[src/rtl/uart_tx_arb_pkg.sv]
// Shared types and constants for the UART transmit arbiter.
//   arb_state_t : arbiter FSM state encoding
//   BYTE_W      : width of one transmitted byte
//   cnt_w()     : counter width helper that never returns zero
package uart_arb_pkg;

  localparam int BYTE_W = 8;

  typedef enum logic [1:0] {
    IDLE      = 2'd0,
    WAIT_DONE = 2'd1,
    GAP       = 2'd2
  } arb_state_t;

  // $clog2 of 1 is 0, which would give a zero-width counter.
  function automatic int cnt_w(input int n);
    return (n > 1) ? $clog2(n) : 1;
  endfunction

endpackage

[src/rtl/uart_tx_arb_if.sv]
// Bundle between the requester blocks, the arbiter and UART_tx.
//   en        : arbitration enable
//   req       : level request per requester
//   req_data  : flat byte bus, requester i on [8*i+7:8*i]
//   gnt       : one-hot grant pulse
//   trmt      : start strobe to UART_tx
//   tx_data   : byte to UART_tx
//   tx_done   : frame-finished pulse from UART_tx
//   busy      : arbiter not idle
//   to_err    : sticky lost-tx_done flag
// master = arbiter side, slave = requester/UART side.
interface uart_tx_arb_if #(
  parameter int NREQ = 4
) ();
  import uart_arb_pkg::*;

  logic                     en;
  logic [NREQ-1:0]          req;
  logic [BYTE_W*NREQ-1:0]   req_data;
  logic [NREQ-1:0]          gnt;
  logic                     trmt;
  logic [BYTE_W-1:0]        tx_data;
  logic                     tx_done;
  logic                     busy;
  logic                     to_err;

  modport master (
    input  en, req, req_data, tx_done,
    output gnt, trmt, tx_data, busy, to_err
  );

  modport slave (
    output en, req, req_data, tx_done,
    input  gnt, trmt, tx_data, busy, to_err
  );

endinterface

[src/rtl/uart_tx_arb_rr_pick.sv]
// Combinational round-robin picker.
//   req    : request vector
//   last   : index of the previous winner
//   any    : at least one request is set
//   onehot : winner, first set bit scanning upward from last+1 with wrap
// The request vector is rotated so that last+1 lands at bit 0, the lowest
// set bit is isolated, and the result is rotated back.
module rr_pick #(
  parameter int N = 4
) (
  input  logic [N-1:0]         req,
  input  logic [$clog2(N)-1:0] last,
  output logic                 any,
  output logic [N-1:0]         onehot
);

  localparam int             LW       = $clog2(N);
  localparam logic [LW-1:0]  LAST_IDX = LW'(N - 1);

  logic [LW-1:0] start;
  logic [N-1:0]  rot;
  logic [N-1:0]  pick_rot;

  always_comb begin
    start    = (last == LAST_IDX) ? '0 : last + LW'(1);
    rot      = N'({req, req} >> start);
    // two's-complement trick keeps only the lowest set bit
    pick_rot = rot & (~rot + N'(1));
    onehot   = N'(({pick_rot, pick_rot} << start) >> N);
    any      = |req;
  end

endmodule

[src/rtl/uart_tx_arb.sv]
// Shares the single UART_tx byte transmitter among NREQ requesters.
// A round-robin winner is loaded into UART_tx, the arbiter waits for
// tx_done (with a watchdog), then holds off for GAP_CLKS clocks.
//   clk      : system clock
//   rst_n    : asynchronous active-low reset
//   bus      : uart_tx_arb_if.master (requests, grants, UART_tx strobe/data,
//              busy and sticky timeout flag)
//
// state     | meaning
// ----------+-------------------------------------------------------------
// IDLE      | waiting for en && any request; arbitrates and loads UART_tx
// WAIT_DONE | byte in flight; watchdog timer running until tx_done
// GAP       | enforced idle spacing after tx_done; requests ignored
module uart_tx_arb #(
  parameter int NREQ     = 4,
  parameter int GAP_CLKS = 16,
  parameter int TO_CLKS  = 65536
) (
  input  logic           clk,
  input  logic           rst_n,
  uart_tx_arb_if.master  bus
);
  import uart_arb_pkg::*;

  localparam int LW = $clog2(NREQ);
  localparam int TW = cnt_w(TO_CLKS);
  localparam int GW = cnt_w(GAP_CLKS + 1);

  localparam logic [TW-1:0] TO_LAST  = TW'(TO_CLKS - 1);
  localparam logic [GW-1:0] GAP_LAST = (GAP_CLKS > 0) ? GW'(GAP_CLKS - 1) : GW'(0);

  arb_state_t        state_q, state_d;
  logic [LW-1:0]     last_q, last_d;
  logic [NREQ-1:0]   gnt_q, gnt_d;
  logic              trmt_q, trmt_d;
  logic [BYTE_W-1:0] tx_data_q, tx_data_d;
  logic              to_err_q, to_err_d;
  logic [TW-1:0]     timer_q, timer_d;
  logic [GW-1:0]     gap_q, gap_d;

  logic              pick_any;
  logic [NREQ-1:0]   pick_oh;
  logic [LW-1:0]     pick_idx;
  logic [BYTE_W-1:0] pick_data;

  rr_pick #(.N(NREQ)) u_pick (
    .req    (bus.req),
    .last   (last_q),
    .any    (pick_any),
    .onehot (pick_oh)
  );

  always_comb begin
    pick_idx  = '0;
    pick_data = '0;
    for (int i = 0; i < NREQ; i++) begin
      if (pick_oh[i]) begin
        pick_idx  = LW'(i);
        pick_data = bus.req_data[BYTE_W*i +: BYTE_W];
      end
    end
  end

  always_comb begin
    state_d   = state_q;
    last_d    = last_q;
    gnt_d     = '0;
    trmt_d    = 1'b0;
    tx_data_d = tx_data_q;
    to_err_d  = to_err_q;
    timer_d   = timer_q;
    gap_d     = gap_q;

    case (state_q)
      IDLE: begin
        if (bus.en && pick_any) begin
          gnt_d     = pick_oh;
          trmt_d    = 1'b1;
          tx_data_d = pick_data;
          last_d    = pick_idx;
          timer_d   = '0;
          state_d   = WAIT_DONE;
        end
      end

      WAIT_DONE: begin
        // tx_done wins over a coincident watchdog expiry
        if (bus.tx_done) begin
          gap_d   = '0;
          state_d = (GAP_CLKS > 0) ? GAP : IDLE;
        end else if (timer_q == TO_LAST) begin
          to_err_d = 1'b1;
          state_d  = IDLE;
        end else begin
          timer_d = timer_q + TW'(1);
        end
      end

      GAP: begin
        if (gap_q >= GAP_LAST) begin
          state_d = IDLE;
        end else begin
          gap_d = gap_q + GW'(1);
        end
      end

      default: state_d = IDLE;
    endcase
  end

  always_ff @(posedge clk or negedge rst_n) begin
    if (!rst_n) begin
      state_q   <= IDLE;
      last_q    <= LW'(NREQ - 1);
      gnt_q     <= '0;
      trmt_q    <= 1'b0;
      tx_data_q <= '0;
      to_err_q  <= 1'b0;
      timer_q   <= '0;
      gap_q     <= '0;
    end else begin
      state_q   <= state_d;
      last_q    <= last_d;
      gnt_q     <= gnt_d;
      trmt_q    <= trmt_d;
      tx_data_q <= tx_data_d;
      to_err_q  <= to_err_d;
      timer_q   <= timer_d;
      gap_q     <= gap_d;
    end
  end

  assign bus.gnt     = gnt_q;
  assign bus.trmt    = trmt_q;
  assign bus.tx_data = tx_data_q;
  assign bus.to_err  = to_err_q;
  assign bus.busy    = (state_q != IDLE);

endmodule
[src/flat_wrapper.sv]
// flat-port wrapper written by rule: the top's interface ports become plain ports
module uart_tx_arb_flat import uart_arb_pkg::*;
#(
  parameter int NREQ     = 4,
  parameter int GAP_CLKS = 16,
  parameter int TO_CLKS  = 65536
)
  (clk, rst_n, bus_en, bus_req, bus_req_data, bus_tx_done, bus_gnt, bus_trmt, bus_tx_data, bus_busy, bus_to_err);
  uart_tx_arb_if #(.NREQ(NREQ)) bus_i ();
  input  logic clk;
  input  logic rst_n;
  input wire logic [$bits(bus_i.en)-1:0] bus_en;
  input wire logic [$bits(bus_i.req)-1:0] bus_req;
  input wire logic [$bits(bus_i.req_data)-1:0] bus_req_data;
  input wire logic [$bits(bus_i.tx_done)-1:0] bus_tx_done;
  output wire logic [$bits(bus_i.gnt)-1:0] bus_gnt;
  output wire logic [$bits(bus_i.trmt)-1:0] bus_trmt;
  output wire logic [$bits(bus_i.tx_data)-1:0] bus_tx_data;
  output wire logic [$bits(bus_i.busy)-1:0] bus_busy;
  output wire logic [$bits(bus_i.to_err)-1:0] bus_to_err;
  assign bus_i.en = bus_en;
  assign bus_i.req = bus_req;
  assign bus_i.req_data = bus_req_data;
  assign bus_i.tx_done = bus_tx_done;
  assign bus_gnt = bus_i.gnt;
  assign bus_trmt = bus_i.trmt;
  assign bus_tx_data = bus_i.tx_data;
  assign bus_busy = bus_i.busy;
  assign bus_to_err = bus_i.to_err;
  uart_tx_arb #(.NREQ(NREQ), .GAP_CLKS(GAP_CLKS), .TO_CLKS(TO_CLKS)) u_core (.clk(clk), .rst_n(rst_n), .bus(bus_i));
endmodule
[config.mk]
export PLATFORM = sky130hd
export DESIGN_NAME = uart_tx_arb_flat
export DESIGN_NICKNAME = d
export VERILOG_FILES = /design/src/rtl/uart_tx_arb_pkg.sv /design/src/rtl/uart_tx_arb_if.sv /design/src/rtl/uart_tx_arb_rr_pick.sv /design/src/rtl/uart_tx_arb.sv /design/src/flat_wrapper.sv
export SDC_FILE = /design/constraint.sdc
export NUM_CORES = 1
export LEC_CHECK = 0
export BUFFER_PORTS_ARGS = -buffer_cell sky130_fd_sc_hd__buf_2
export CAP_MARGIN = 20
export CORE_ASPECT_RATIO = 1.4
export CORE_MARGIN = 1
export CORE_UTILIZATION = 35
export CTS_CLUSTER_DIAMETER = 100
export DETAILED_ROUTE_END_ITERATION = 10
export MAX_ROUTING_LAYER = met4
export PLACE_DENSITY = 0.64
export SYNTH_ARGS = -nofsm -noshare
export SYNTH_HDL_FRONTEND = slang
export SYNTH_SLANG_ARGS = --single-unit
[constraint.sdc]
create_clock -name clk -period 3.1 [get_ports clk]
set_clock_uncertainty 0.1 [all_clocks]
set_input_delay 0.155 -clock clk [delete_from_list [all_inputs] [get_ports clk]]
set_output_delay 0.155 -clock clk [all_outputs]
set_load 0.01 [all_outputs]
==> results of run 1 <==
[worst max-delay path by stage]
stage	end	slack, ps
after CTS	u_core.bus.tx_data[2]$_DFFE_PN0P_	890
final	u_core.gap_q[2]$_DFFE_PN0P_	870
after global placement	u_core.bus.tx_data[1]$_DFFE_PN0P_	960
after detailed placement	u_core.gap_q[2]$_DFFE_PN0P_	900
after floorplan	u_core.bus.tx_data[0]$_DFFE_PN0P_	1000
after global routing	u_core.gap_q[2]$_DFFE_PN0P_	670
[flip-flops by register name, summed over array words and instances, names as in the netlist]
register,count
u_core.bus.trmt,1
u_core.bus.to_err,1
u_core.state_q,2
u_core.timer_q,16
u_core.bus.tx_data,8
u_core.bus.gnt,4
u_core.gap_q,5
u_core.last_q,2
[stage by stage]
stage / power [uW] / util (%) / hold slack (ps) / cells
2_1_floorplan: 1310 / - / -241 / 241
3_3_place_gp: 1550 / 42.1 / 231 / 358
3_5_place_dp: 1570 / 42.1 / 236 / 358
4_1_cts: 2020 / 44.8 / 2.36 / 370
5_1_grt: 2170 / 44.8 / 2.39 / 370
6_report: 2010 / 44.8 / 1.13 / 370
[metal layers]
metal / up-vias / GRT usage, % / share of wire [%]
met1: 915 / 23.2 / 45
met3: 11 / 3.02 / 3.9
met4: 0 / 7.64 / 2.3
li1: 991 / - / -
met2: 50 / 27.6 / 48
met5: - / - / 0
[what timing repair did]
item / CTS / global route
hold endpoints to repair: 40 / 0
hold buffers: 4 / 0
resized for setup: 0 / 0
[cell families after synthesis]
kind of cell,count (synthesis)
xor gates and xnor gates,7
buffers and inverters,19
AOI/OAI and AO/OA,71
adders and majority gates,4
DFF,39
muxes,1
and+or+nand+nor,100
[cells in the final DEF, fill, tap and decap left out, types with 2 or more instances in the layout]
cell           instances
o21ba_2                2
buf_4                  3
nor4b_1                2
clkbuf_8               6
nand2_1               29
o2bb2ai_1              8
nand4_1                4
o21ai_1                5
o31ai_1                4
a31oi_1               10
dfstp_2                2
and2_1                 2
buf_2                 54
xnor2_1                5
or3_1                  2
a21oi_1                8
inv_1                  8
and3_1                 4
dfrtp_1               37
nor3_1                 4
nand3_1               11
nor2_1                29
o21ai_0               20
ha_1                   4
xor2_1                 2
dlygate4sd3_1          4
o211ai_1               4
[power by group through the flow]
stage	clock network, uW	logic (uW)	registers, uW
floorplan	0	544	770
global placement	0	795	752
detailed placement	0	817	756
CTS	457	822	746
global route	480	930	764
finish	452	810	748
[final cells by class]
cell class              count  area [um2]  share of cell area, %
clock buffers               6        82.6                   3.12
clock inverters             2        35.0                   1.32
inverters                   9        33.8                   1.28
multi-input cells         183        1090                   41.4
flip-flops and latches     39         978                   37.0
well taps                  70        87.6                   3.31
repair buffers             61         333                   12.6
[worst max-delay path, stage by stage, from the launching register on]
cell     delay, ps
dfrtp_1        430
ha_1           240
and3_1         170
ha_1           180
nor4b_1        380
nand2_1        210
nand2_1        140
a21oi_1         70
o32ai_1        200
==> tab_implementation.tex, run 1 <==
\begin{tabular}{lr}
\hline
Metric & Value \\
\hline
\multicolumn{2}{l}{\textbf{Floorplanning}} \\
\quad Core region area & $\sim$5900 um2 \\
\quad Effective utilization at floorplan & 36.5\% \\
\quad Std-Cell Rows & 33 \\
\quad Die Height & 94.8 um \\
\quad Number of ports placed on the die boundary & between 50 and 60 \\
\quad Total Die Area & $\sim$6500 um2 \\
\quad Horizontal extent of the die & 68.3 um \\
\multicolumn{2}{l}{\textbf{Clock tree}} \\
\quad CTS root buffer & clkbuf\_8 \\
\quad Clock tree sinks & 39 \\
\quad Clk\_lat worst skew & approximately 300 ps \\
\quad Number of levels the H-tree was split into & 2 \\
\quad Post-CTS clock slew at the launch and capture registers of the worst setup and hold paths & roughly 80 ps \\
\quad TritonCTS clock tree & built \\
\quad Clock buffer count from CTS & 5 \\
\quad Maximum buffer depth of the clock tree & 2 \\
\quad Post-CTS Setup Bufs & 0 \\
\multicolumn{2}{l}{\textbf{Placement}} \\
\quad Routability cong. & about 0.84 \\
\quad Detailed-placement wirelength estimate & 3.66 mm \\
\quad Count of input and output buffers & between 50 and 60 \\
\quad Worst setup slack before clock tree synthesis & 898 ps \\
\quad Placed cell areas & roughly 2500 um2 \\
\multicolumn{2}{l}{\textbf{Worst setup path}} \\
\quad Register-to-Register Path Depth & 8 \\
\quad CP Data Arrival Time & roughly 2300 ps \\
\quad Source of the worst register-to-register timing path & u\_core.gap\_q[0]\$\_DFFE\_PN0P\_ \\
\quad Critical path required time & $\sim$3200 ps \\
\quad Reg2Reg Capture Point & u\_core.gap\_q[2]\$\_DFFE\_PN0P\_ \\
\quad Worst-path maximum fanout & 6 \\
\quad Critical path class & flop to flop \\
\quad Startpoint kind of the worst setup timing path & flop \\
\quad Endpoint kind of the worst setup timing path & flop \\
\quad Worst setup slack for register-to-register paths & around 870 ps \\
\quad Launch point of the critical path & u\_core.gap\_q[0]\$\_DFFE\_PN0P\_ \\
\multicolumn{2}{l}{\textbf{STA}} \\
\quad Measured slew at the worst slew-check pin & approximately 890 ps \\
\quad Final setup margin & $\sim$870 ps \\
\quad Crit share post-route & slightly above 70\% \\
\quad Number of max-slew violations in the final report & 0 \\
\quad Hold violation total from the final report & 0 \\
\quad Slew Limit Headroom & 40.3\% \\
\quad RSZ-0062 raised after global routing & no \\
\quad Clock period minus worst slack & between 2000 and 2500 ps \\
\quad Fmax & around 450 MHz \\
\quad Post-Route Setup TNS & 0 ps \\
\quad Endpoints failing setup & 0 \\
\multicolumn{2}{l}{\textbf{Pwr}} \\
\quad Part of the power in combinational logic & between 40\% and 50\% \\
\quad Switching fraction of total power & around 39\% \\
\quad Switching power total & around 790 uW \\
\quad Internal power consumption & between 1000 and 1500 uW \\
\quad Static leakage & $\sim$0.0012 uW \\
\quad Part of the power in the clock network & roughly 23\% \\
\quad Sequential share of power & 37.2\% \\
\quad Power per cell area & approximately 760 nW/um2 \\
\quad Peak supply drop & between 0.0003 and 0.0004 V \\
\multicolumn{2}{l}{\textbf{Logic synthesis}} \\
\quad Nets in the synthesized netlist & 285 \\
\quad Synthesized-area fraction occupied by and/or/nand/nor cells & 23.3\% \\
\quad Synthesis-stage register bit count & 39 \\
\quad Most frequent cell after synthesis & dfrtp\_1 \\
\quad Cell type contributing the most total cell area after synthesis & dfrtp\_1 \\
\quad Largest cells by area after synthesis & dfrtp\_1 (43\%), nand2\_1 (5.1\%), nor2\_1 (5.1\%) \\
\quad Main combinational cell family by area after synthesis & simple AND/OR/NAND/NOR gates \\
\quad Cell area after technology mapping & 2150 um2 \\
\quad XOR/XNOR share of the synthesized area & roughly 2.8\% \\
\quad Fraction of synthesized area in multiplexers & less than 1\% \\
\quad Portion of synthesized cell area occupied by the leading cell type & between 40\% and 50\% \\
\quad Number of distinct library cells after synthesis & between 50 and 60 \\
\quad Primary flip-flop cell chosen by synthesis mapping & dfrtp\_1 \\
\quad Adder and majority cell fraction of the synthesized area & between 2 and 2.5\% \\
\quad Count of flip-flops with a built-in enable after synthesis & 0 \\
\quad Compound-cell area share of the yosys netlist & between 20 and 25\% \\
\quad Post-synthesis sequential area ratio & between 40 and 50\% \\
\quad Per-instance average area after synthesis & between 8 and 9 um2 \\
\quad Most instantiated cells after synthesis & dfrtp\_1 (37), nand2\_1 (29), nor2\_1 (29), o21ai\_0 (20), nand3\_1 (11) \\
\quad Cells after synthesis & between 200 and 250 \\
\quad Async S/R FF share, synth & 100\% \\
\quad Total of warnings raised by yosys & 0 \\
\multicolumn{2}{l}{\textbf{Layout}} \\
\quad Number of nets at the end of the flow & $\sim$340 \\
\quad Area growth syn-to-layout & 22.8\% \\
\quad Number of fillers in the final layout & just under 600 \\
\quad N\_diodes & 0 \\
\quad Share of final-layout standard cells stronger than drive strength 1 & a little over a quarter \\
\quad Design area & $\sim$2600 um2 \\
\multicolumn{2}{l}{\textbf{Global routing}} \\
\quad Total routing resource utilization after global routing & between 10\% and 20\% \\
\quad Wire length of the first global-routing pass & between 8 and 9 mm \\
\quad Via count of the first global-routing pass & 1868 \\
\quad Initial antenna violation count & 0 \\
\quad Maximum number of pins on one net before global-route repair & 40 \\
\quad Sum of overflow across all layers after global routing & 0 \\
\multicolumn{2}{l}{\textbf{Worst hold path}} \\
\quad Hold Startpoint & bus\_req\_data[16] \\
\quad Worst-case hold path end point & u\_core.bus.tx\_data[0]\$\_DFFE\_PN0P\_ \\
\quad Hold Path Cell Cnt & 3 \\
\quad Path class of the lowest-slack min-delay path & primary input to flop \\
\multicolumn{2}{l}{\textbf{Route}} \\
\quad Remaining antenna violation count after routing & 0 \\
\quad Final routed wirelength across all metal layers & $\sim$5.1 mm \\
\quad Average wire length per cell after detail routing & 13.7 um \\
\quad Vias after detailed routing & 1967 \\
\quad Post-DR vias/cell & between 5 and 6 \\
\quad Count of TritonRoute iterations in the first routing pass & 6 \\
\quad DR DRC count & 0 \\
\quad Initial DRC count & about 130 \\
\multicolumn{2}{l}{\textbf{Outcome}} \\
\quad Result of the run & finished clean \\
\multicolumn{2}{l}{\textbf{Flow run}} \\
\quad Max cap viols & 0 \\
\hline
\end{tabular}
(Power assumes the default switching activity.)
==> inputs of run 2 (changes only) <==
--- a/config.mk
+++ b/config.mk
@@ -13,7 +13,7 @@
 export CTS_CLUSTER_DIAMETER = 100
 export DETAILED_ROUTE_END_ITERATION = 10
 export MAX_ROUTING_LAYER = met4
-export PLACE_DENSITY = 0.64
+export PLACE_DENSITY = 0.66
 export SYNTH_ARGS = -nofsm -noshare
 export SYNTH_HDL_FRONTEND = slang
 export SYNTH_SLANG_ARGS = --single-unit
==> constraint.sdc (replaced) <==
create_clock -name clk -period 2 [get_ports clk]
set_clock_uncertainty 0.1 [all_clocks]
set_input_delay 0.1 -clock clk [delete_from_list [all_inputs] [get_ports clk]]
set_output_delay 0.1 -clock clk [all_outputs]
set_load 0.01 [all_outputs]
==> tab_implementation.tex, run 2 (same netlist as run 1, synthesis figures left out) <==
\begin{tabular}{lr}
\hline
Metric & Value \\
\hline
\multicolumn{2}{l}{\textbf{Layout}} \\
\quad Number of flip-flops in the largest register & 16 (unchanged) \\
\quad Storage cell area & 978 um2 (unchanged) \\
\quad Share of final-layout standard cells stronger than drive strength 1 & 32.8\% (was 26.7\%) \\
\quad Most frequent standard cell in the layout excluding fill and tap cells & buf\_2 (unchanged) \\
\quad Non-filler cells in the finished layout & 393 (was 370) \\
\quad Largest register by flop count & u\_core.timer\_q (unchanged) \\
\quad Commonest cells after routing, fill and taps aside & buf\_2 (54), dfrtp\_1 (37), nor2\_1 (29) (was buf\_2 (54), dfrtp\_1 (37), nor2\_1 (29), nand2\_1 (29), o21ai\_0 (20)) \\
\quad Core occupancy in the finished layout & 49.0\% (was 44.8\%) \\
\quad Area growth syn-to-layout & 34.4\% (was 22.8\%) \\
\quad N\_diodes & 0 (unchanged) \\
\quad Multi-input gate area & 1160 um2 (was 1090 um2) \\
\quad Number of fillers in the final layout & 589 (was 591) \\
\quad Number of nets at the end of the flow & 366 (was 343) \\
\multicolumn{2}{l}{\textbf{Floorplanning}} \\
\quad Core region area & 5900 um2 (unchanged) \\
\quad Total Die Area & 6470 um2 (unchanged) \\
\quad Horizontal extent of the die & 68.3 um (unchanged) \\
\quad Number of ports placed on the die boundary & 55 (unchanged) \\
\quad Die Height & 94.8 um (unchanged) \\
\quad Std-Cell Rows & 33 (unchanged) \\
\quad Effective utilization at floorplan & 36.5\% (unchanged) \\
\multicolumn{2}{l}{\textbf{Placement}} \\
\quad Count of input and output buffers & 54 (unchanged) \\
\quad Worst setup slack before clock tree synthesis & -96.3 ps (was 898 ps) \\
\quad Routability cong. & 0.856 (was 0.839) \\
\quad Detailed-placement wirelength estimate & 4.05 mm (was 3.66 mm) \\
\quad Placed Instances & 371 (was 358) \\
\multicolumn{2}{l}{\textbf{Clock tree}} \\
\quad Clk\_lat worst skew & 290 ps (was 300 ps) \\
\quad CTS root buffer & clkbuf\_8 (unchanged) \\
\quad TritonCTS clock tree & built (unchanged) \\
\quad Clock buffer count from CTS & 5 (unchanged) \\
\quad Post-CTS clock slew at the launch and capture registers of the worst setup and hold paths & 80 ps (about the same) \\
\quad Number of levels the H-tree was split into & 2 (unchanged) \\
\quad Clock tree sinks & 39 (unchanged) \\
\quad Maximum buffer depth of the clock tree & 2 (unchanged) \\
\multicolumn{2}{l}{\textbf{STA}} \\
\quad Final setup margin & 108 ps (was 871 ps) \\
\quad Clock period minus worst slack & 1890 ps (was 2230 ps) \\
\quad Fmax & 529 MHz (was 449 MHz) \\
\quad Hold Worst Slack & 28.8 ps (was 1.13 ps) \\
\quad Slew Limit Headroom & 77.1\% (was 40.3\%) \\
\quad Number of max-slew violations in the final report & 0 (unchanged) \\
\quad Crit share post-route & 94.6\% (was 71.9\%) \\
\quad Measured slew at the worst slew-check pin & 344 ps (was 895 ps) \\
\quad Endpoints failing setup & 0 (unchanged) \\
\quad Post-Route Setup TNS & 0 ps (unchanged) \\
\quad Hold violation total from the final report & 0 (unchanged) \\
\multicolumn{2}{l}{\textbf{Route}} \\
\quad Initial DRC count & 64 (was 133) \\
\quad Final routed wirelength across all metal layers & 5.52 mm (was 5.07 mm) \\
\quad DR DRC count & 0 (unchanged) \\
\quad Met3 routed wirelength & 127 um (was 199 um) \\
\quad Post-DR vias/cell & 5.31 (was 5.32) \\
\quad Sum of routed wire segments on met1 & 2.33 mm (was 2.30 mm) \\
\quad Remaining antenna violation count after routing & 0 (unchanged) \\
\quad Met2 wire length & 2.87 mm (was 2.45 mm) \\
\quad Average wire length per cell after detail routing & 14.0 um (was 13.7 um) \\
\quad Vias after detailed routing & 2085 (was 1967) \\
\quad Count of TritonRoute iterations in the first routing pass & 4 (was 6) \\
\quad Top routing layer in use & met4 (unchanged) \\
\multicolumn{2}{l}{\textbf{Worst setup path}} \\
\quad Endpoint kind of the worst setup timing path & flop (unchanged) \\
\quad Startpoint kind of the worst setup timing path & flop (unchanged) \\
\quad CP Data Arrival Time & 1980 ps (was 2330 ps) \\
\quad Critical path required time & 2090 ps (was 3200 ps) \\
\quad Worst setup slack for register-to-register paths & 110 ps (was 870 ps) \\
\quad Worst-path maximum fanout & 3 (was 6) \\
\quad Critical path class & flop to flop (unchanged) \\
\multicolumn{2}{l}{\textbf{Pwr}} \\
\quad Power per cell area & 1150 nW/um2 (was 760 nW/um2) \\
\quad Peak supply drop & 0.000710 V (was 0.000389 V) \\
\quad Static leakage & 0.00131 uW (was 0.00120 uW) \\
\multicolumn{2}{l}{\textbf{Global routing}} \\
\quad Via count of the first global-routing pass & 1964 (was 1868) \\
\quad Maximum number of pins on one net before global-route repair & 24 (was 40) \\
\quad Total routing resource utilization after global routing & 18.5\% (was 18.1\%) \\
\quad Sum of overflow across all layers after global routing & 0 (unchanged) \\
\quad Wire length of the first global-routing pass & 8.63 mm (was 8.56 mm) \\
\quad Initial antenna violation count & 0 (unchanged) \\
\multicolumn{2}{l}{\textbf{Outcome}} \\
\quad Result of the run & finished clean (unchanged) \\
\multicolumn{2}{l}{\textbf{Flow run}} \\
\quad Max cap viols & 0 (unchanged) \\
\multicolumn{2}{l}{\textbf{Worst hold path}} \\
\quad Path class of the lowest-slack min-delay path & primary input to flop (unchanged) \\
\hline
\end{tabular}
## run 2: cell types whose count changed in the layout (fill, tap and decap cells not counted), moves of 2 or more
cell	before	now
ha_2	0	2
ha_1	4	1
buf_4	3	19
dlygate4sd3_1	4	11
nor4b_1	2	0
## run 2: where the power goes
group	internal (uW)	leakage (uW)	switching, uW	total (uW)
clock	314	0.0000505	282	596
sequential	1000	0.000508	162	1160
combinational	697	0.000757	856	1550
total	2010	0.00131	1300	3310
## run 2: layer usage
| metal | vias up | global-route usage, % |
|---|---|---|
| met5 | - | - |
| li1 | 1038 | - |
| met2 | 47 | 30.1 |
| met1 | 986 | 20.8 |
| met3 | 14 | 3.02 |
| met4 | 0 | 10.8 |
## run 2: cell type report
class | instances | share of cell area, %
tap | 70 | 3.03
timing repair buffer | 84 | 18.1
inverter | 9 | 1.25
sequential | 39 | 33.8
clock inverter | 1 | 0.259
clock buffer | 7 | 3.33
multi-input combinational | 183 | 40.3
## run 2: what timing repair did
item                                   CTS  global route
hold buffers                            11             0
endpoints found under the hold margin   47             0
buffers inserted                         0             3
gates resized for setup                  4            13
setup endpoints to repair               11            13
pin swaps                                1             8
## run 2: path summary, 6_finish.rpt
kind | from | cells after the start | to
worst max register to register | u_core.gap_q[1]$_DFFE_PN0P_ | 8 | u_core.gap_q[2]$_DFFE_PN0P_
worst max-delay path | u_core.gap_q[1]$_DFFE_PN0P_ | 8 | u_core.gap_q[2]$_DFFE_PN0P_
worst min-delay path | bus_req[2] | 3 | u_core.last_q[1]$_DFFE_PN1P_
max in group asynchronous | rst_n | 3 | u_core.last_q[1]$_DFFE_PN1P_
worst min register to register | u_core.bus.to_err$_DFFE_PN0P_ | 1 | u_core.bus.to_err$_DFFE_PN0P_
min in group asynchronous | rst_n | 2 | u_core.bus.tx_data[2]$_DFFE_PN0P_
## run 2: worst max-delay path: stages, from the launching register on
cell     delay [ps]
dfrtp_1         380
ha_2            180
and3_4          160
ha_2            180
nor4b_4         260
nand2_1         110
nand2_2          90
a21oi_2          50
o32ai_1         260
## run 2: per-stage QoR
stage | power (uW) | cell area, um2
global route | 3560 | 2890
finish | 3310 | 2890
floorplan | 2060 | 2170
CTS | 3210 | 2820
global placement | 2540 | 2590
detailed placement | 2570 | 2590
==> inputs of run 3 (changes only) <==
--- a/config.mk
+++ b/config.mk
@@ -9,11 +9,11 @@
 export CAP_MARGIN = 20
 export CORE_ASPECT_RATIO = 1.4
 export CORE_MARGIN = 1
-export CORE_UTILIZATION = 35
+export CORE_UTILIZATION = 45
 export CTS_CLUSTER_DIAMETER = 100
 export DETAILED_ROUTE_END_ITERATION = 10
 export MAX_ROUTING_LAYER = met4
-export PLACE_DENSITY = 0.66
+export PLACE_DENSITY = 0.79
 export SYNTH_ARGS = -nofsm -noshare
 export SYNTH_HDL_FRONTEND = slang
 export SYNTH_SLANG_ARGS = --single-unit
==> constraint.sdc (replaced) <==
create_clock -name clk -period 2 [get_ports clk]
set_clock_uncertainty 0.1 [all_clocks]
set_input_delay 0.1 -clock clk [delete_from_list [all_inputs] [get_ports clk]]
set_output_delay 0.1 -clock clk [all_outputs]
set_load 0.02 [all_outputs]
==> tab_implementation.tex, run 3 (same netlist as run 1, synthesis figures left out) <==
\begin{tabular}{lr}
\hline
Metric & Value \\
\hline
\multicolumn{2}{l}{\textbf{Outcome}} \\
\quad Result of the run & complete, but fails checks (was finished clean) \\
\quad Failing checks & negative setup slack \\
\multicolumn{2}{l}{\textbf{Layout}} \\
\quad Area growth syn-to-layout & 35.5\% (was 34.4\%) \\
\quad Number of nets at the end of the flow & 370 (was 366) \\
\quad Design area & 2920 um2 (was 2890 um2) \\
\quad Share of final-layout standard cells stronger than drive strength 1 & 34.6\% (was 32.8\%) \\
\quad Largest register by flop count & u\_core.timer\_q (unchanged) \\
\quad N\_diodes & 0 (unchanged) \\
\quad Most frequent standard cell in the layout excluding fill and tap cells & buf\_2 (unchanged) \\
\quad Number of flip-flops in the largest register & 16 (unchanged) \\
\quad Commonest cells after routing, fill and taps aside & buf\_2 (54), dfrtp\_1 (37), nor2\_1 (29), nand2\_1 (29), buf\_4 (22) (was buf\_2 (54), dfrtp\_1 (37), nor2\_1 (29)) \\
\multicolumn{2}{l}{\textbf{Worst setup path}} \\
\quad Startpoint kind of the worst setup timing path & flop (unchanged) \\
\quad CP Data Arrival Time & 2090 ps (was 1980 ps) \\
\quad Critical path required time & 2070 ps (was 2090 ps) \\
\quad Critical path class & flop to flop (unchanged) \\
\quad Endpoint kind of the worst setup timing path & flop (unchanged) \\
\quad Worst-path maximum fanout & 8 (was 3) \\
\multicolumn{2}{l}{\textbf{Clock tree}} \\
\quad Number of levels the H-tree was split into & 2 (unchanged) \\
\quad Post-CTS clock slew at the launch and capture registers of the worst setup and hold paths & 80 ps (about the same) \\
\quad Clock buffer count from CTS & 5 (unchanged) \\
\quad Clock tree sinks & 39 (unchanged) \\
\quad Maximum buffer depth of the clock tree & 2 (unchanged) \\
\quad TritonCTS clock tree & built (unchanged) \\
\quad CTS root buffer & clkbuf\_8 (unchanged) \\
\quad Clk\_lat worst skew & 300 ps (was 290 ps) \\
\multicolumn{2}{l}{\textbf{Floorplanning}} \\
\quad Effective utilization at floorplan & 47.1\% (was 36.5\%) \\
\quad Std-Cell Rows & 29 (was 33) \\
\quad Total Die Area & 5070 um2 (was 6470 um2) \\
\quad Die Height & 83.9 um (was 94.8 um) \\
\quad Horizontal extent of the die & 60.5 um (was 68.3 um) \\
\quad Number of ports placed on the die boundary & 55 (unchanged) \\
\quad Core region area & 4570 um2 (was 5900 um2) \\
\multicolumn{2}{l}{\textbf{Pwr}} \\
\quad Part of the power in the clock network & 14.8\% (was 18.0\%) \\
\quad Peak supply drop & 0.000890 V (was 0.000710 V) \\
\quad Sequential share of power & 32.6\% (was 35.1\%) \\
\quad Power per cell area & 1220 nW/um2 (was 1150 nW/um2) \\
\quad Static leakage & 0.00133 uW (was 0.00131 uW) \\
\quad Switching power total & 1470 uW (was 1300 uW) \\
\quad Switching fraction of total power & 41.4\% (was 39.2\%) \\
\quad Part of the power in combinational logic & 52.6\% (was 46.9\%) \\
\quad Internal power consumption & 2080 uW (was 2010 uW) \\
\multicolumn{2}{l}{\textbf{STA}} \\
\quad Crit share post-route & 101\% (was 94.6\%) \\
\quad Fmax & 495 MHz (was 529 MHz) \\
\quad Final setup margin & -20.3 ps (was 108 ps) \\
\quad Slew Limit Headroom & 44.3\% (was 77.1\%) \\
\quad Hold violation total from the final report & 0 (unchanged) \\
\quad Hold Worst Slack & 23.8 ps (was 28.8 ps) \\
\quad Measured slew at the worst slew-check pin & 835 ps (was 344 ps) \\
\quad RSZ-0062 raised after global routing & yes \\
\quad Endpoints failing setup & 4 (was 0) \\
\quad Clock period minus worst slack & 2020 ps (was 1890 ps) \\
\quad Number of max-slew violations in the final report & 0 (unchanged) \\
\multicolumn{2}{l}{\textbf{Route}} \\
\quad Remaining antenna violation count after routing & 0 (unchanged) \\
\quad Count of TritonRoute iterations in the first routing pass & 5 (was 4) \\
\quad DR DRC count & 0 (unchanged) \\
\quad Average wire length per cell after detail routing & 13.8 um (was 14.0 um) \\
\quad Vias after detailed routing & 2143 (was 2085) \\
\quad Final routed wirelength across all metal layers & 5.36 mm (was 5.52 mm) \\
\quad Post-DR vias/cell & 5.51 (was 5.31) \\
\quad Initial DRC count & 63 (was 64) \\
\multicolumn{2}{l}{\textbf{Global routing}} \\
\quad Maximum number of pins on one net before global-route repair & 40 (was 24) \\
\quad Via count of the first global-routing pass & 1967 (was 1964) \\
\quad Wire length of the first global-routing pass & 8.53 mm (was 8.63 mm) \\
\quad Initial antenna violation count & 0 (unchanged) \\
\quad Sum of overflow across all layers after global routing & 0 (unchanged) \\
\quad Total routing resource utilization after global routing & 22.6\% (was 18.5\%) \\
\multicolumn{2}{l}{\textbf{Placement}} \\
\quad Detailed-placement wirelength estimate & 3.60 mm (was 4.05 mm) \\
\quad Routability cong. & 0.851 (was 0.856) \\
\quad Count of input and output buffers & 54 (unchanged) \\
\quad Placed cell areas & 2590 um2 (about the same) \\
\multicolumn{2}{l}{\textbf{Worst hold path}} \\
\quad Path class of the lowest-slack min-delay path & primary input to flop (unchanged) \\
\multicolumn{2}{l}{\textbf{Flow run}} \\
\quad Max cap viols & 0 (unchanged) \\
\hline
\end{tabular}
==> run 3: cell count changes in the layout (fill, tap and decap cells not counted), moves of 2 or more <==
cell      before  now
clkbuf_8       7    5
buf_4         19   22
o21ai_2        1    7
o21ai_0       19    8
o21ai_1        6   11
==> run 3: what timing repair did <==
item	CTS	global route
cloned	0	1
pin swaps	0	16
resized for setup	2	31
setup endpoints to repair	3	22
hold endpoints to repair	47	0
setup buffers	0	5
hold buffers	11	0
==> run 3: path summary, 6_finish.rpt <==
| check | from | to | slack (ps) | depth (start not counted) |
|---|---|---|---|---|
| max in group asynchronous | rst_n | u_core.timer_q[11]$_DFFE_PN0P_ | 930 | 2 |
| hold reg to reg | u_core.bus.to_err$_DFFE_PN0P_ | u_core.bus.to_err$_DFFE_PN0P_ | 380 | 1 |
| hold / removal | bus_req_data[11] | u_core.bus.tx_data[3]$_DFFE_PN0P_ | 20 | 3 |
| setup reg to reg | u_core.last_q[1]$_DFFE_PN1P_ | u_core.bus.tx_data[7]$_DFFE_PN0P_ | -20 | 8 |
| min in group asynchronous | rst_n | u_core.timer_q[10]$_DFFE_PN0P_ | 340 | 2 |
| setup / recovery | u_core.last_q[1]$_DFFE_PN1P_ | u_core.bus.tx_data[7]$_DFFE_PN0P_ | -20 | 8 |
==> run 3: metal layers <==
| layer | share of wire (%) | vias to the layer above | GRT usage, % |
|---|---|---|---|
| met5 | 0 | - | - |
| met4 | 1.8 | 0 | 8.47 |
| met3 | 3.4 | 8 | 3.10 |
| met2 | 54 | 73 | 38.3 |
| met1 | 40 | 1018 | 26.3 |
| li1 | - | 1044 | - |
==> run 3: critical path, cell delays in order (launching register included) <==
cell	delay, ps
dfstp_2	570
ha_4	150
buf_6	110
a21oi_2	40
o211ai_1	410
buf_4	260
o21ai_1	80
o21ai_1	80
a31oi_1	90
==> run 3: cell type report <==
type                            instances  area, um2
Fill cell                             391       1650
Multi-Input combinational cell        183       1190
Sequential cell                        39        978
Timing Repair Buffer                   88        557
Tap cell                               62       77.6
Clock buffer                            6       72.6
Inverter                                9       33.8
Clock inverter                          2       12.5
==> run 3: per-stage QoR <==
step / worst slack (ps) / TNS (ps) / std cells / util [%] / total power [uW]
4_1_cts: 2.90 / 0 / 383 / 61.0 / 3270
3_3_place_gp: 33.1 / 0 / 364 / 56.6 / 2670
3_5_place_dp: -62.0 / -62.0 / 364 / 56.6 / 2720
2_1_floorplan: 3.05 / 0 / 241 / - / 2150
6_report: -20.3 / -51.9 / 389 / 63.8 / 3550
5_1_grt: -123 / -824 / 389 / 63.8 / 3790
==> run 3: power by group through the flow <==
stage	clock network [uW]	logic (uW)	registers (uW)
floorplan	0	879	1270
global placement	0	1540	1140
detailed placement	0	1580	1140
CTS	529	1610	1130
global route	558	2050	1180
finish	525	1870	1160
